### config.mk
export PLATFORM = sky130hd
export DESIGN_NAME = stack_queue_store
export DESIGN_NICKNAME = d
export VERILOG_FILES = /design/src/rtl/stack_queue_pkg.sv /design/src/rtl/stack_queue_store.sv
export SDC_FILE = /design/constraint.sdc
export NUM_CORES = 1
export LEC_CHECK = 0
export CAP_MARGIN = 20
export CORE_MARGIN = 8
export CORE_UTILIZATION = 55
export CTS_BUF_LIST = sky130_fd_sc_hd__clkbuf_16
export CTS_CLUSTER_DIAMETER = 80
export DETAILED_ROUTE_END_ITERATION = 7
export PLACE_DENSITY = 0.86
export RECOVER_POWER = 25
export SLEW_MARGIN = 20
export SYNTH_ARGS = -nofsm -noshare
export SYNTH_HDL_FRONTEND = slang
export SYNTH_SLANG_ARGS = --single-unit
export TNS_END_PERCENT = 100
### constraint.sdc
create_clock -name clk -period 4.5 [get_ports clk]
set_clock_uncertainty 0.15 [all_clocks]
set_input_delay 0.45 -clock clk [delete_from_list [all_inputs] [get_ports clk]]
set_output_delay 0.45 -clock clk [all_outputs]
set_load 0.05 [all_outputs]
### src/rtl/stack_queue_pkg.sv
// Shared defaults and mode encodings for the combined stack/queue store.
package stack_queue_pkg;

  localparam int WIDTH_DEFAULT = 32;
  localparam int DEPTH_DEFAULT = 16;
  localparam int PTR_W         = $clog2(DEPTH_DEFAULT);

  localparam logic MODE_STACK = 1'b0;
  localparam logic MODE_QUEUE = 1'b1;

endpackage

### src/rtl/stack_queue_store.sv
// Circular-buffer store that behaves as a LIFO or FIFO depending on stackQueue.
// The newest and oldest entries are always visible, so the mode can change at any time.
module stack_queue_store
  import stack_queue_pkg::*;
#(
  parameter int WIDTH = WIDTH_DEFAULT,
  parameter int DEPTH = DEPTH_DEFAULT
) (
  input  logic                     clk,
  input  logic                     rst,
  input  logic                     push,
  input  logic                     pop,
  input  logic                     stackQueue,
  input  logic [WIDTH-1:0]         data_in,
  output logic [WIDTH-1:0]         stack_out,
  output logic [WIDTH-1:0]         queue_out,
  output logic                     empty,
  output logic                     full,
  output logic [$clog2(DEPTH):0]   count,
  output logic                     err
);

  localparam int PW = $clog2(DEPTH);

  logic [WIDTH-1:0] mem [DEPTH];
  logic [PW-1:0]    head;
  logic [PW-1:0]    tail;
  logic [PW-1:0]    tail_prev;
  logic [PW:0]      count_q;
  logic             do_push;
  logic             do_pop;
  logic             reject;

  assign empty     = (count_q == '0);
  assign full      = (count_q == (PW+1)'(DEPTH));
  assign count     = count_q;
  assign tail_prev = tail - PW'(1);

  // A simultaneous push and pop is treated as ambiguous and refused outright.
  assign do_push = push && !pop && !full;
  assign do_pop  = pop && !push && !empty;
  assign reject  = (push || pop) && !do_push && !do_pop;

  assign stack_out = empty ? '0 : mem[tail_prev];
  assign queue_out = empty ? '0 : mem[head];

  always_ff @(posedge clk or posedge rst) begin
    if (rst) begin
      head    <= '0;
      tail    <= '0;
      count_q <= '0;
      err     <= 1'b0;
    end else begin
      err <= reject;
      if (do_push) begin
        tail    <= tail + PW'(1);
        count_q <= count_q + (PW+1)'(1);
      end else if (do_pop) begin
        if (stackQueue == MODE_STACK)
          tail <= tail_prev;
        else
          head <= head + PW'(1);
        count_q <= count_q - (PW+1)'(1);
      end
    end
  end

  // Storage is never cleared; a write is suppressed while reset is held.
  always_ff @(posedge clk) begin
    if (do_push && !rst)
      mem[tail] <= data_in;
  end

endmodule

---- Word-level counts from Yosys, hierarchy flattened ----
Memory sizes are Yosys's and may differ from the RTL's.
Index checks and enable logic that the tools add are counted.
cells by class
  add/subtract/negate cells ............... 5
  $mul .................................... 0
  divide/modulo/power cells ............... 0
  magnitude comparators ................... 0
  equality and inequality tests ........... 2
  shift-type cells ........................ 0
  multiplexer cells ....................... 9
  bitwise logic cells ..................... 1
  reduce and logical (&&, ||, !) cells .... 19
operators with widths
  kind                                                   count
  two-way mux 32 bit                                     2
  two-way mux 4 bit                                      3
  two-way mux 5 bit                                      2
  adder 4 x 1 -> 4 bit, second input constant            2
  logical AND 1 bit                                      7
  zero test 1 bit                                        7
  adder 5 x 1 -> 5 bit, second input constant            1
  equality test 5 bit, second input constant             1
  zero test 5 bit                                        1
  subtractor 5 x 1 -> 5 bit, second input constant       1
  subtractor 4 x 1 -> 4 bit, second input constant       1
  AND reduction 3 bit                                    1
  two-way mux 1 bit                                      2
  inequality test 2 x 1 -> 1 bit, second input constant  1
  AND reduction 2 bit                                    1
  nonzero test 2 bit                                     1
  logical OR 1 bit                                       1
  NOT 1 bit                                              1
word-level totals
  register bits ........................... 14
  latch bits .............................. 0
  bits in writable memories ............... 512
  ROM bits ................................ 0
  input bits .............................. 37
  output and inout bits ................... 72
  logic and storage cells ................. 41
  memories ................................ 1
memories
  memory  words  bits a word  rd ports  clocked after Yosys merged registers in  wr ports  RTL line                 RTL
  mem     16     32           2         0                                        1         stack_queue_store.sv:25  logic [WIDTH-1:0] mem [DEPTH];

---- Depth between registers and ports, before layout ----
  depth after elaboration ................. 6
  mapped depth ............................ 11
  depth with buffers taken out ............ 8

---- Worst setup path before layout ----
No wires, ideal clock.
  path kind ............................... register to register
  from .................................... register tail[0]
  to ...................................... memory mem[4][0] (netlist bit) (enable)
  setup time .............................. 0.461 ns
  arrival ................................. 3.660 ns
  required time ........................... 3.889 ns
  setup slack ............................. 0.229 ns
  stages on the path, launching flop included .. 8
  buffers on the path ..................... 3
  period minus slack after synthesis ...... 4.271 ns
  cell sequence ........................... dfrtp_1 -> buf_6 -> buf_4 -> buf_2 -> inv_1 -> ha_1 -> nand2_1 -> nor3_1
RTL lines
  what                      RTL line                 RTL
  start: declaration        stack_queue_store.sv:27  logic [PW-1:0] tail;
  start signal: assignment  stack_queue_store.sv:56  tail <= tail + PW'(1);
  start signal: assignment  stack_queue_store.sv:60  tail <= tail_prev;
  end: declaration          stack_queue_store.sv:25
Straight into the memory's write port.

---- Worst setup path in the final report ----
  from .................................... register count_q[0], in the netlist count[0]
  to ...................................... output port queue_out[15]
on the way
  word-level cells in the longest chain between the ends .. 2
RTL lines
  what                      RTL line                 RTL
  start: declaration        stack_queue_store.sv:29  logic [PW:0] count_q;
  start signal: assignment  stack_queue_store.sv:57  count_q <= count_q + (PW+1)'(1);
  start signal: assignment  stack_queue_store.sv:63  count_q <= count_q - (PW+1)'(1);
  zero test 5 bit           stack_queue_store.sv:34  assign empty = (count_q == '0);
  two-way mux 32 bit        stack_queue_store.sv:45  assign queue_out = empty ? '0 : mem[head];
  end: declaration          stack_queue_store.sv:16  output logic [WIDTH-1:0] queue_out,
Every way passes these cells.

==> flow_summary_export.csv <==
group,metric,value,unit
drt,drc,0,
drt,wl,65.7,mm
final_layout,fill_cells,2630,
final_layout,mostFrequentLayoutCell,"edfxtp_1",
timing,tightest_slew,0.997,ns
flow_run,cap_violations,0,
clock_tree,clk_latency,0.60,ns
placed_design,port_buffers,108,
synth,synthArstFlopShare,2.66,%
clock_tree,clk_path_buf_depth,3,
setup_path,path_class,"flip-flop to primary output",
grt,antenna_found_initial,4,
setup_path,required,3.90,ns
placed_design,dpl_worst_slack,0.869,ns
timing,slew_viol_final,0,
synth,synth-edff-count,512,
setup_path,arrival,3.52,ns
timing,setup_ws,0.382,ns
placed_design,place_area,26400,um2
floorplan,start_util,55.8,%
clock_tree,cts_tree,"built",
drt,wl_per_cell,33.7,um
floorplan,die_area,50600,um2
synth,synth.distinct_cells,37,
setup_path,crit_chain,"nor4_4 -> nand2b_1 -> inv_2 -> buf_12 -> a21oi_1 -> clkdlybuf4s50_1",
setup_path,crit_family,"buffers and inverters",
floorplan,num_rows,76,
setup_path,cp_slowest_cell,"clkdlybuf4s50_1",
timing,hold_violations,0,
timing,rsz0062_at_grt,"false",
setup_path,crit_path_max_incr_delay,0.77,ns
final_layout,multiInputGateArea,8010,um2
grt,grt_usage,25.7,%
synth,ys_seq_area_share,65.5,%
power_and_ir_drop,p_leak,8.79,nW
timing,clock.fmax,243,MHz
drt,drt_first_pass_iters,5,
clock_tree,cts_sinks,526,
final_layout,fin_nets,1372,
floorplan,die_w,225,um
synth,syn-num-nets,1253,
synth,avgSynthCellArea,19.9,um2
clock_tree,clk_pin_slew,0.06,ns
synth,syn_inst,1207,
clock_tree,post_cts_resized,0,
timing,worst_hold_slack,0.310,ns
drt,antenna_left,0,
placed_design,place_congestion,0.806,
run_status,status,"completed",
floorplan,core_area,43100,um2
clock_tree,cts_root_buf,"clkbuf_16",
timing,tns,0,ns
synth,yosysTopAreaCellShare,64.0,%
setup_path,cp-start-kind,"flip-flop",
setup_path,worst-path-buf-inv,3,
timing,period_minus_slack,4.12,ns
final_layout,drive_gt1_share,32.4,%
synth,post-synth-top-area-cell,"edfxtp_1",
grt,grt_overflow,0,
grt,first_global_vias,14800,
drt,vias,14300,
floorplan,die_h,225,um
drt,first_iter_violations,2197,
setup_path,ff2ff_setup_slack,1.23,ns
clock_tree,htree_levels,2,
synth,synth_warnings,0,
power_and_ir_drop,ir_drop,0.728,mV
timing,finalSetupViolCount,0,
grt,grt_max_degree,69,
setup_path,critical_path.max_fanout,34,
synth,ys_ff_latch,526,
clock_tree,postCtsSetupBuffers,0,
placed_design,dp_hpwl,37.9,mm
clock_tree,ctsHoldBuffers,0,
clock_tree,numCtsBuffers,50,
hold_path,hp-class,"primary input to flip-flop",
power_and_ir_drop,power.density,819,nW/um2
timing,relSlewSlack,33.6,%
final_layout,layout_common_cells,"edfxtp_1 (512), mux4_2 (257), a21oi_1 (101), a22oi_1 (96), clkdlybuf4s50_1 (57)",
floorplan,io-pin-count,109,
drt,vias_per_cell,7.33,
final_layout,area_growth,16.6,%
final_layout,seq_area,15700,um2
grt,grt_pass1_wl,96.4,mm
synth,synth.area.top_cells,"edfxtp_1 (64%), mux4_2 (24%), a22oi_1 (3.0%)",
timing,fin_crit_sh,91.5,%
setup_path,crit_path_end_kind,"primary output",
synth,synth_top_flop_cell,"edfxtp_1",
final_layout,final_cell_area,28000,um2
synth,synth_area,24000,um2
-- metrics by stage --
step                      util, %  instances  total power, mW
final                        65.0       1951             22.9
after global routing         65.0       1951             23.6
after CTS                    65.0       1949             22.9
after detailed placement     61.4       1859             18.7
after global placement       61.4       1859             18.6
after floorplan                 -       1207             14.0
-- cells by family (layout without fill, tap and decap cells) --
| kind of cell | count (synthesis) | after routing | synth area share, % |
|---|---|---|---|
| other | 0 | 2 | 0 |
| AOI/OAI and AO/OA | 209 | 209 | 5.48 |
| xor gates and xnor gates | 10 | 10 | 0.365 |
| muxes | 260 | 260 | 24.2 |
| and+or+nand+nor | 91 | 91 | 2.09 |
| adders and majority gates | 9 | 9 | 0.500 |
| buffers and inverters | 102 | 259 | 1.88 |
| DFF | 526 | 526 | 65.5 |
-- layer usage --
layer	wire [um]	up-vias	track usage [%]	share of wire, %
met2	32200	1304	41.9	49
met3	8310	251	6.43	13
met1	21600	7267	32.1	33
li1	-	5468	-	-
met5	24	-	0	0.037
met4	3550	4	12.9	5.4
-- report_power, final --
group / switching [mW] / internal, mW / leakage [nW] / total (mW)
clock network: 1.78 / 2.33 / 0.825 / 4.10
registers: 0.316 / 5.57 / 4.77 / 5.88
logic: 7.44 / 5.51 / 3.20 / 12.9
total: 9.53 / 13.4 / 8.79 / 22.9
-- synth_stat cells, drive strengths merged, types with 4 or more instances --
cell type	count
mux4	257
inv	7
buf	46
xnor2	6
edfxtp	512
ha	8
clkbuf	49
nor2b	36
a22oi	96
dfrtp	14
nor3	9
xor2	4
nor2	17
o21ai	4
a21oi	103
nand2	13
-- area by class of cell --
| class | instances | area share [%] |
|---|---|---|
| Tap cell | 585 | 2.61 |
| Timing Repair Buffer | 162 | 6.93 |
| Clock inverter | 39 | 1.05 |
| Antenna cell | 2 | 0.0179 |
| Multi-Input combinational cell | 579 | 28.6 |
| Inverter | 7 | 0.0938 |
| Sequential cell | 526 | 56.2 |
| Clock buffer | 51 | 4.56 |
-- worst reg2reg max path, delay by kind of cell (launching register included) --
| kind | cells | cell delay, ns |
|---|---|---|
| AOI/OAI and AO/OA | 1 | 0.44 |
| buffers and inverters | 2 | 0.65 |
| DFF | 1 | 0.51 |
| and+or+nand+nor | 4 | 1.17 |
-- state kept, by name, summed over array words and instances (netlist names) --
| register | cells |
|---|---|
| tail | 4 |
| err | 1 |
| count | 5 |
| head | 4 |
| mem | 512 |
-- worst paths after layout --
check                      startpoint       endpoint  cells past startpoint
min                               pop            err                      3
max in group asynchronous         rst        head[0]                      3
max reg2reg                  count[0]     mem[11][9]                      7
max                          count[0]  queue_out[15]                      6
min reg2reg                   head[3]        head[3]                      1
min in group asynchronous         rst            err                      3
(Power assumes the default switching activity.)
